$ cat src/rtl/mem_dump.sv
// Sequential memory dump engine: reads word_count words starting at base_addr
// from a ready-handshaked memory unit and streams (address, data) pairs downstream.
`ifndef MEMORY_ADDR_WIDTH
`define MEMORY_ADDR_WIDTH 16
`endif
`ifndef MEMORY_DATA_WIDTH
`define MEMORY_DATA_WIDTH 16
`endif

module mem_dump #(
    parameter logic [1:0] FUNC_READ = 2'b00
) (
    input  logic                          clk,
    input  logic                          rst,
    input  logic                          start,
    input  logic [`MEMORY_ADDR_WIDTH-1:0] base_addr,
    input  logic [`MEMORY_ADDR_WIDTH-1:0] word_count,
    input  logic                          mem_ready,
    input  logic [`MEMORY_DATA_WIDTH-1:0] read_data1,
    output logic                          mem_execute,
    output logic [1:0]                    mem_func,
    output logic [`MEMORY_ADDR_WIDTH-1:0] address1,
    output logic                          dout_valid,
    output logic [`MEMORY_DATA_WIDTH-1:0] dout_data,
    output logic [`MEMORY_ADDR_WIDTH-1:0] dout_addr,
    input  logic                          dout_ready,
    output logic                          busy,
    output logic                          done,
    output logic [2:0]                    dbg_state
);

    localparam int AW = `MEMORY_ADDR_WIDTH;
    localparam int DW = `MEMORY_DATA_WIDTH;

    typedef enum logic [2:0] {
        IDLE      = 3'd0,
        ISSUE     = 3'd1,
        WAIT_LOW  = 3'd2,
        WAIT_HIGH = 3'd3,
        OUT       = 3'd4,
        FIN       = 3'd5
    } state_t;

    state_t        state;
    logic [AW-1:0] cur_addr;
    logic [AW-1:0] remaining;

    // Downstream handshake: a word transfers on any rising edge where
    // dout_valid && dout_ready; dout_valid/data/addr are held stable until then.
    always_ff @(posedge clk) begin
        if (rst) begin
            state      <= IDLE;
            cur_addr   <= '0;
            remaining  <= '0;
            dout_valid <= 1'b0;
            dout_data  <= '0;
            dout_addr  <= '0;
            done       <= 1'b0;
        end else begin
            done <= 1'b0;
            case (state)
                IDLE: begin
                    if (start) begin
                        if (word_count != '0) begin
                            cur_addr  <= base_addr;
                            remaining <= word_count;
                            state     <= ISSUE;
                        end else begin
                            state <= FIN;
                        end
                    end
                end
                ISSUE: begin
                    if (mem_ready) state <= WAIT_LOW;
                end
                WAIT_LOW: begin
                    if (!mem_ready) state <= WAIT_HIGH;
                end
                WAIT_HIGH: begin
                    if (mem_ready) begin
                        dout_data  <= read_data1;
                        dout_addr  <= cur_addr;
                        dout_valid <= 1'b1;
                        state      <= OUT;
                    end
                end
                OUT: begin
                    if (dout_ready) begin
                        dout_valid <= 1'b0;
                        remaining  <= remaining - 1'b1;
                        cur_addr   <= cur_addr + 1'b1;
                        state      <= (remaining == AW'(1)) ? FIN : ISSUE;
                    end
                end
                FIN: begin
                    // Clearing cur_addr here keeps address1 at zero while idle.
                    done      <= 1'b1;
                    cur_addr  <= '0;
                    remaining <= '0;
                    state     <= IDLE;
                end
                default: state <= IDLE;
            endcase
        end
    end

    // The request strobe follows mem_ready so it is only ever high in the issue cycle.
    assign mem_execute = (state == ISSUE) && mem_ready && !rst;
    assign mem_func    = FUNC_READ;
    assign address1    = cur_addr;
    assign busy        = (state != IDLE);
    assign dbg_state   = state;

    logic unused_dw;
    assign unused_dw = (DW > 0);

endmodule

$ cat config.mk
export PLATFORM = sky130hd
export DESIGN_NAME = mem_dump
export DESIGN_NICKNAME = d
export VERILOG_FILES = /design/src/rtl/mem_dump.sv
export SDC_FILE = /design/constraint.sdc
export NUM_CORES = 1
export LEC_CHECK = 0
export CORE_ASPECT_RATIO = 1.2
export CORE_MARGIN = 1
export CORE_UTILIZATION = 35
export CTS_BUF_LIST = sky130_fd_sc_hd__clkbuf_4
export DETAILED_ROUTE_END_ITERATION = 12
export PLACE_DENSITY = 0.73
export SLEW_MARGIN = 5
export SYNTH_ARGS = -nofsm -noshare
export SYNTH_HDL_FRONTEND = slang
export SYNTH_SLANG_ARGS = --single-unit
export TNS_END_PERCENT = 100
$ cat constraint.sdc
create_clock -name clk -period 2.9 [get_ports clk]
set_input_delay 0.58 -clock clk [delete_from_list [all_inputs] [get_ports clk]]
set_output_delay 0.58 -clock clk [all_outputs]
set_load 0.03 [all_outputs]
-- After elaboration in Yosys (flattened, before gate mapping)
Cells that the tools add are included.
- mux-type cells: 20
- $add $sub $neg: 2
- equal/unequal tests: 12
- reductions and logical operators: 12
- operators with widths (operator ; number):
    $mux W16 ; 6
    $pmux W16 S3 ; 2
    $mux W3 ; 7
    $add A16 B1 Y16 const B ; 1
    $eq A16 B1 Y1 const B ; 1
    $reduce_bool A16 Y1 ; 1
    $sub A16 B1 Y16 const B ; 1
    $pmux W3 S5 ; 1
    $ne A2 B2 Y1 const B ; 6
    $eq A3 B2 Y1 const B ; 2
    $eq A3 B3 Y1 const B ; 2
    $reduce_bool A3 Y1 ; 2
    $reduce_and A5 Y1 ; 1
    $reduce_and A4 Y1 ; 1
    $eq A3 B1 Y1 const B ; 1
    $logic_not A3 Y1 ; 1
    $mux W1 ; 3
    $reduce_and A3 Y1 ; 1
    $logic_and A1 B1 Y1 ; 2
    $pmux W1 S2 ; 1
    $reduce_and A2 Y1 ; 1
    $reduce_bool A2 Y1 ; 1
    $logic_not A1 Y1 ; 1
- register bits after elaboration: 69

-- Logic depth before layout (Yosys ltp)
Gate-level depths: netlist of run 1.
- depth in word-level cells: 4
- depth in mapped cells: 8
- mapped depth without buffers: 6

-- Least setup slack after synthesis of run 1
Ideal clock, no wire load.
- kind: input to output
- start point: input port rst
- end point: output port mem_execute
- setup slack: 0.427 ns
- data required time: 2.320 ns
- stages: 3
- data arrival time: 1.893 ns
- path buffers: 2
- path through: clkbuf_1 clkbuf_1 nor4_1
- word-level cells in the longest chain between the ends: 2
- ends and longest elaborated chain (what ; line ; RTL):
    start, declared ; 14 ; input logic rst,
    $logic_not A1 Y1 ; 108 ; assign mem_execute = (state == ISSUE) && mem_ready && !rst;
    $logic_and A1 B1 Y1 ; 108 ;
    end, declared ; 20 ; output logic mem_execute,
Every way passes these cells.

-- Worst setup path after layout of run 1
- start point: input port mem_ready
- end point: output port mem_execute
- word-level cells in the longest chain between the ends: 2
- ends and longest elaborated chain (what ; line ; RTL):
    start, declared ; 18 ; input logic mem_ready,
    $logic_and A1 B1 Y1 (2 in series) ; 108 ;
Every way passes these cells.

==> results.sh, run 1 <==
export IMPL_synth_compound_area_share=0.257
export IMPL_syn_inst=455
export IMPL_layout_worst_path_cycle_share=0.938
export IMPL_die_x_um=91.4
export IMPL_status="complete, no violations"
export IMPL_cts_post_setup_buffers_inserted=0
export IMPL_power_leakage_nw=1.62
export IMPL_place_inst=661
export IMPL_dp_hpwl_mm=6.82
export IMPL_wire_per_inst_um=14.6
export IMPL_p_per_area_nw_per_um2=466
export IMPL_ys_seq_area_frac=0.411
export IMPL_grt_pass1_vias=3624
export IMPL_grt_start_max_net_pins=71
export IMPL_routabilityCongestion=0.856
export IMPL_synthDistinctLibCells=45
export IMPL_fmax_mhz=367
export IMPL_crit_type="in -> out"
export IMPL_cts_tree="done"
export IMPL_nFillCells=908
export IMPL_yosysWarningCount=0
export IMPL_hold_buffers=0
export IMPL_rows=38
export IMPL_drt_vias_per_instance=5.45
export IMPL_die_area_um2=9990
export IMPL_die_h_um=109
export IMPL_grt_pass1_wl_mm=16.4
export IMPL_worstPathArrival_ps=2140
export IMPL_critPathCaptureType="primary output"
export IMPL_netlist_top_cells_count="nand2_1 (112), dfxtp_1 (69), a21oi_1 (68), o21ai_0 (34), clkbuf_1 (31)"
export IMPL_drv_cap=0
export IMPL_yosys_register_bits=69
export IMPL_path_clk_slew_ps=100
export IMPL_grt_overflow=0
export IMPL_synth_edff_count=0
export IMPL_drt_iter0_markers=228
export IMPL_drt_pass1_iter_count=5
export IMPL_drtAntennaViolNets=0
export IMPL_cts_buffers=9
export IMPL_antenna_found_initial=1
export IMPL_core_um2=9180
export IMPL_peakVddDrop_mv=0.247
export IMPL_final_max_slew_violation_count=0
export IMPL_synth_fa_ha_area_frac=0.0112
export IMPL_drive_gt1_frac=0.0594
export IMPL_portBuffers=107
export IMPL_areaGrowthSynthToFinish_pct=39.4
export IMPL_fin_skew_ps=10.5
export IMPL_insertion_delay_ps=420
export IMPL_clockBufferDepth=2
export IMPL_synth_top_area_cell="dfxtp_1"
export IMPL_hp_class="reg -> reg"
export IMPL_synthSimpleGateAreaFrac=0.254
export IMPL_critical_path_required_ps=2320
export IMPL_synth_top_cell_area_share=0.411
export IMPL_syn_cell_area_um2=3360
export IMPL_vias=3689
export IMPL_synthArstFlopShare=0
export IMPL_worstMarginPinSlew_ps=748
export IMPL_synthMuxAreaShare=0.00298
export IMPL_initial_core_util=0.366
export IMPL_cts_root_buf="clkbuf_4"
export IMPL_fin_crit_ps=2720
export IMPL_drc=0
export IMPL_setup_viol=0
export IMPL_final_cells=677
export IMPL_grt_setup_unrepaired="no"
export IMPL_nNetsFinal=608
export IMPL_io_pins=110
export IMPL_track_usage=0.205
export IMPL_synth_most_common_cell="nand2_1"
export IMPL_syn_avg_cell_area_um2=7.38
export IMPL_synth_area_top_cells="dfxtp_1 (41%), nand2_1 (13%), a21oi_1 (10%), o21ai_0 (5.1%), clkbuf_1 (3.5%)"
export IMPL_tns_ps=0
export IMPL_synthXorXnorAreaFrac=0.0104
export IMPL_wl_mm=9.86
export IMPL_critPathMaxFanout=3
export IMPL_synth_main_ff_cell="dfxtp_1"
export IMPL_cts_resized=0
export IMPL_clock_sinks=69
export IMPL_start_kind="primary input"
export IMPL_htree_levels=3
export IMPL_final_hold_viol_count=0
export IMPL_slew_headroom=0.501
export IMPL_synth_top_family_by_area="compound AO/OA/AOI/OAI gates"
-- layout make-up --
type | count | area (um^2) | area share
antenna | 1 | 2.50 | 0.000535
clock buffer | 12 | 90.1 | 0.0192
clock inverter | 3 | 37.5 | 0.00802
inverter | 9 | 33.8 | 0.00722
multi-input combinational | 343 | 1820 | 0.389
sequential | 69 | 1380 | 0.295
tap | 120 | 150 | 0.0321
timing repair buffer | 120 | 1160 | 0.249
-- layout by cell type, fill, tap and decap left out, types with 2 or more instances in the layout --
cell,count
a211oi_1,6
a21oi_1,68
a221oi_1,7
a311oi_1,5
a31oi_1,4
a32o_1,4
and2_1,2
and3_1,3
buf_4,13
clkbuf_4,12
clkdlybuf4s50_1,106
clkinv_1,2
conb_1,2
dfxtp_1,69
ha_1,3
inv_1,9
nand2_1,112
nand3_1,7
nand4b_1,3
nor2_1,22
nor3_1,16
nor4_1,6
o21ai_0,34
o31ai_1,6
or3_1,5
or3b_2,2
or4_1,4
or4_4,2
xnor2_1,3
-- state kept, by name (all words and copies together) (netlist names) --
signal      count
dout_valid      1
dbg_state       3
remaining      16
dout_addr      16
done            1
address1       16
dout_data      16
-- routing by layer --
layer / vias up / global-route usage / wire length, um
met5: - / 0 / 0
met4: 0 / 0.121 / 241
met3: 20 / 0.0491 / 610
met2: 136 / 0.354 / 4900
met1: 1722 / 0.230 / 4120
li1: 1811 / - / -
-- through the flow --
stage               hold slack, ps  total power [mW]   util  worst slack [ps]  cell area (um^2)
floorplan                      449              1.36      -               427              3360
global route                   484              2.29  0.510              52.4              4680
finish                         458              2.18  0.510               179              4680
global placement               441              1.57  0.496               203              4550
detailed placement             446              1.58  0.496               138              4550
CTS                            461              2.19  0.510               168              4680
-- report_power, final --
part           leakage [nW]  internal [mW]  switching (mW)  total (mW)
Sequential            0.562          0.996          0.0668        1.06
Clock                0.0725          0.283           0.331       0.614
Combinational         0.987          0.225           0.278       0.503
-- cells by family after synthesis --
family,after synthesis
and+or+nand+nor,189
AOI/OAI and AO/OA,144
DFF,69
buffers and inverters,44
xor gates and xnor gates,4
adders and majority gates,3
other,1
muxes,1
-- final timing paths --
kind / cells past startpoint / end / startpoint / slack (ps)
worst max-delay path: 4 / mem_execute / mem_ready / 180
worst min-delay path: 2 / dout_data[13]$_SDFFE_PP0P_ / dout_data[13]$_SDFFE_PP0P_ / 460
worst max register to register: 4 / remaining[15]$_SDFFE_PP0P_ / remaining[6]$_SDFFE_PP0P_ / 630
worst min register to register: 2 / dout_data[13]$_SDFFE_PP0P_ / dout_data[13]$_SDFFE_PP0P_ / 460
-- worst max-delay path, stage by stage --
cell and delay [ps]:
clkdlybuf4s50_1 500, nand2_1 110, nor4_1 230, clkdlybuf4s50_1 720
Power figures use the tool's default switching activity.
==> run 2: changes to the inputs <==
- CORE_UTILIZATION: 35 -> 40
- PLACE_DENSITY: 0.73 -> 0.8
==> run 2 against run 1 <==
Global-route usage up 0.82 points. Combinational power is essentially flat. Wire length is 4.9% lower. Sequential share of layout area fell by 0.34 points. Clock skew up 11 ps. Worst setup slack better by 4.0 ps. Flip-flop and latch count is the same. Via count fell by 0.70%. Critical path depth stayed put. Final area up 1.2%. Clock power increased by 30%.
==> results.sh, run 2 (synthesis gave the netlist of run 1 again) <==
export IMPL_htree_levels=3
export IMPL_drive_gt1_frac=0.0645
export IMPL_grt_pass1_vias=3329
export IMPL_path_clk_slew_ps=120
export IMPL_slew_headroom=0.506
export IMPL_critPathCaptureType="primary output"
export IMPL_drt_iter0_markers=257
export IMPL_wl_mm=9.38
export IMPL_final_max_slew_violation_count=0
export IMPL_drt_vias_per_instance=5.45
export IMPL_grt_overflow=0
export IMPL_setup_ws_ps=183
export IMPL_initial_core_util=0.412
export IMPL_crit_type="in -> out"
export IMPL_die_x_um=85.6
export IMPL_grt_start_max_net_pins=71
export IMPL_peakVddDrop_mv=0.361
export IMPL_start_kind="primary input"
export IMPL_finish_utilization=0.581
export IMPL_cts_tree="done"
export IMPL_hp_class="reg -> reg"
export IMPL_vias=3663
export IMPL_status="complete, no violations"
export IMPL_final_common_cell="nand2_1"
export IMPL_worstMarginPinSlew_ps=741
export IMPL_routabilityCongestion=0.870
export IMPL_hold_buffers=0
export IMPL_cts_resized=0
export IMPL_fmax_mhz=368
export IMPL_grt_setup_unrepaired="no"
export IMPL_wire_per_inst_um=14.0
export IMPL_insertion_delay_ps=410
export IMPL_place_inst=656
export IMPL_die_h_um=102
export IMPL_nFillCells=725
export IMPL_layout_worst_path_cycle_share=0.937
export IMPL_portBuffers=107
export IMPL_setup_viol=0
export IMPL_fin_skew_ps=21.9
export IMPL_cts_root_buf="clkbuf_4"
export IMPL_final_cells=672
export IMPL_mostFrequentLayoutCells="nand2_1 (112), clkdlybuf4s50_1 (106), dfxtp_1 (69)"
export IMPL_die_area_um2=8770
export IMPL_drtAntennaViolNets=0
export IMPL_critPathMaxFanout=3
export IMPL_clock_sinks=69
export IMPL_core_um2=8150
export IMPL_grt_pass1_wl_mm=15.0
export IMPL_power_leakage_nw=1.65
export IMPL_critical_path_required_ps=2320
export IMPL_p_per_area_nw_per_um2=499
export IMPL_rows=36
export IMPL_antenna_found_initial=0
export IMPL_track_usage=0.213
export IMPL_cts_buffers=9
export IMPL_tns_ps=0
export IMPL_dp_slack_ps=154
export IMPL_areaGrowthSynthToFinish_pct=41.0
export IMPL_nNetsFinal=609
export IMPL_worstPathArrival_ps=2140
export IMPL_io_pins=110
export IMPL_final_hold_viol_count=0
export IMPL_drv_cap=0
export IMPL_cts_post_setup_buffers_inserted=0
export IMPL_drt_pass1_iter_count=5
export IMPL_antenna_cells=0
export IMPL_dp_hpwl_mm=6.61
export IMPL_clockBufferDepth=2
export IMPL_fin_crit_ps=2720
export IMPL_drc=0
-- run 2: worst paths after layout --
check | end | start | depth (start not counted) | slack, ps
setup / recovery | mem_execute | mem_ready | 4 | 180
hold / removal | dout_addr[10]$_SDFFE_PP0P_ | dout_addr[10]$_SDFFE_PP0P_ | 2 | 460
setup reg to reg | remaining[15]$_SDFFE_PP0P_ | remaining[6]$_SDFFE_PP0P_ | 4 | 630
hold reg to reg | dout_addr[10]$_SDFFE_PP0P_ | dout_addr[10]$_SDFFE_PP0P_ | 2 | 460
-- run 2: layout make-up --
class                           count  area [um^2]  area share
Clock buffer                       10         75.1      0.0159
Inverter                            9         33.8     0.00713
Clock inverter                      6          110      0.0232
Tap cell                          114          143      0.0301
Multi-Input combinational cell    343         1820       0.385
Timing Repair Buffer              121         1170       0.247
Sequential cell                    69         1380       0.292
-- run 2: worst max-delay path, cell delays in order --
cell	delay, ps
clkdlybuf4s50_1	500
nand2_1	110
nor4_1	230
clkdlybuf4s50_1	720
-- run 2: power breakdown --
part / internal [mW] / switching (mW)
logic: 0.227 / 0.274
clock network: 0.447 / 0.353
registers: 0.996 / 0.0665
total: 1.67 / 0.694
-- run 2: per-stage QoR --
| stage | hold WS, ps | power (mW) | cell area [um^2] |
|---|---|---|---|
| 2_1_floorplan | 449 | 1.36 | 3360 |
| 3_3_place_gp | 441 | 1.57 | 4550 |
| 3_5_place_dp | 446 | 1.58 | 4550 |
| 4_1_cts | 462 | 2.38 | 4740 |
| 5_1_grt | 475 | 2.47 | 4740 |
| 6_report | 459 | 2.36 | 4740 |
-- run 2: layer usage --
layer,wire [um],GRT usage,up-vias
met5,0,0,-
met3,587,0.0468,15
met2,4800,0.380,139
li1,-,-,1812
met1,3810,0.242,1697
met4,180,0.100,0
==> run 3: changes to the inputs <==
- CORE_ASPECT_RATIO: 1.2 -> 2
==> run 3 against run 2 <==
First-iteration DRC count decreased by 12%. Clock skew decreased by 12 ps. Global-route usage increased by 2.6 points. Highest routed layer unchanged.
==> results.sh, run 3 (synthesis gave the netlist of run 1 again) <==
export IMPL_portBuffers=107
export IMPL_die_area_um2=8790
export IMPL_clkPwrFrac=0.281
export IMPL_io_pins=110
export IMPL_drive_gt1_frac=0.0628
export IMPL_final_common_cell="nand2_1"
export IMPL_vias=3747
export IMPL_dp_slack_ps=133
export IMPL_hold_buffers=0
export IMPL_final_max_slew_violation_count=0
export IMPL_reg2regPathDepth=4
export IMPL_holdCritStartpoint="dout_addr[7]$_SDFFE_PP0P_"
export IMPL_power_leakage_nw=1.63
export IMPL_drt_iter0_markers=226
export IMPL_critPathMaxFanout=14
export IMPL_worstMarginPinSlew_ps=747
export IMPL_setup_ws_ps=223
export IMPL_internal_power_mw=1.51
export IMPL_path_clk_slew_ps=120
export IMPL_grt_setup_unrepaired="no"
export IMPL_fin_crit_ps=2680
export IMPL_cts_post_setup_buffers_inserted=0
export IMPL_critPathCaptureType="primary output"
export IMPL_drc=0
export IMPL_setup_viol=0
export IMPL_htree_levels=3
export IMPL_die_x_um=66.8
export IMPL_die_h_um=132
export IMPL_r2r_setup_slack_ps=600
export IMPL_critical_path_required_ps=2320
export IMPL_holdPathEnd="dout_addr[7]$_SDFFE_PP0P_"
export IMPL_p_per_area_nw_per_um2=472
export IMPL_finalHoldWorstSlack_ps=460
export IMPL_met2WireLength_mm=5.47
export IMPL_drtAntennaViolNets=0
export IMPL_grt_pass1_wl_mm=16.2
export IMPL_switching_power_uw=697
export IMPL_cts_buffers=9
export IMPL_drt_vias_per_instance=5.72
export IMPL_tns_ps=0
export IMPL_drv_cap=0
export IMPL_cts_tree="done"
export IMPL_insertion_delay_ps=420
export IMPL_track_usage=0.239
export IMPL_mostFrequentLayoutCells="nand2_1 (112), clkdlybuf4s50_1 (106), dfxtp_1 (69)"
export IMPL_worst_hold_path_num_cells=2
export IMPL_nNetsFinal=608
export IMPL_highest_layer="met4"
export IMPL_antenna_found_initial=0
export IMPL_switching_share=0.316
export IMPL_antenna_cells=0
export IMPL_clockBufferDepth=2
export IMPL_reg2reg_to="remaining[15]$_SDFFE_PP0P_"
export IMPL_dp_hpwl_mm=7.36
export IMPL_wl_met1_mm=3.76
export IMPL_worstPathArrival_ps=2100
export IMPL_clock_sinks=69
export IMPL_grt_overflow=0
export IMPL_peakVddDrop_mv=0.351
export IMPL_areaGrowthSynthToFinish_pct=39.0
export IMPL_slew_headroom=0.502
export IMPL_seq_power_share=0.483
export IMPL_drt_pass1_iter_count=5
export IMPL_fmax_mhz=374
export IMPL_core_um2=8230
export IMPL_final_hold_viol_count=0
export IMPL_grt_pass1_vias=3511
export IMPL_worstReg2RegStart="remaining[6]$_SDFFE_PP0P_"
export IMPL_grt_start_max_net_pins=71
export IMPL_start_kind="register"
export IMPL_cts_resized=0
export IMPL_initial_core_util=0.408
export IMPL_status="complete, no violations"
export IMPL_wl_mm=10.2
export IMPL_wl_met3_um=556
export IMPL_wire_per_inst_um=15.5
export IMPL_fin_skew_ps=9.98
export IMPL_cts_root_buf="clkbuf_4"
export IMPL_p_comb_frac=0.236
export IMPL_rows=47
export IMPL_hp_class="reg -> reg"
export IMPL_crit_type="reg -> out"
export IMPL_nFillCells=822
export IMPL_layout_worst_path_cycle_share=0.923
export IMPL_routabilityCongestion=0.853
[run 3: cell count changes in the layout (fill, tap and decap cells not counted), sizes merged]
cell and change:
buf -1, bufinv -2, clkbuf +1, clkinv +2, inv -1
[run 3: power by group through the flow]
| stage | logic, mW | clock network, mW | registers (mW) |
|---|---|---|---|
| 2_1_floorplan | 0.245 | 0 | 1.12 |
| 6_report | 0.520 | 0.620 | 1.06 |
| 3_3_place_gp | 0.506 | 0 | 1.08 |
| 4_1_cts | 0.517 | 0.633 | 1.06 |
| 5_1_grt | 0.560 | 0.669 | 1.07 |
| 3_5_place_dp | 0.515 | 0 | 1.08 |
[run 3: final cells by class]
cell class,instances,area [um^2],share of cell area
clock inverters,5,51.3,0.0110
multi-input cells,343,1820,0.390
repair buffers,120,1180,0.252
well taps,98,123,0.0263
clock buffers,11,82.6,0.0177
inverters,9,33.8,0.00723
flip-flops and latches,69,1380,0.296
[run 3: how the worst max path moves through the flow]
stage / slack (ps) / startpoint / to
floorplan: 430 / rst / mem_execute
global placement: 190 / start / address1[10]$_SDFFE_PP0P_
detailed placement: 130 / start / address1[4]$_SDFFE_PP0P_
CTS: 210 / dbg_state[1]$_SDFFE_PP0P_ / busy
global route: 140 / dbg_state[1]$_SDFFE_PP0P_ / busy
finish: 220 / dbg_state[1]$_SDFFE_PP0P_ / busy
[run 3: critical path, cell delays in order, from the launching register on]
cell,delay [ps]
dfxtp_1,630
or3_1,310
clkdlybuf4s50_1,730
[run 3: per-layer routing]
layer / track usage / vias to the layer above
met3: 0.0451 / 33
li1: - / 1816
met1: 0.257 / 1726
met2: 0.407 / 172
met5: 0 / -
met4: 0.151 / 0
[run 3: per-stage QoR]
step / total power [mW] / area [um^2] / util / cells
finish: 2.20 / 4670 / 0.567 / 655
global route: 2.30 / 4670 / 0.567 / 655
CTS: 2.21 / 4670 / 0.567 / 655
detailed placement: 1.60 / 4540 / 0.551 / 639
global placement: 1.59 / 4540 / 0.551 / 639
floorplan: 1.36 / 3360 / - / 456
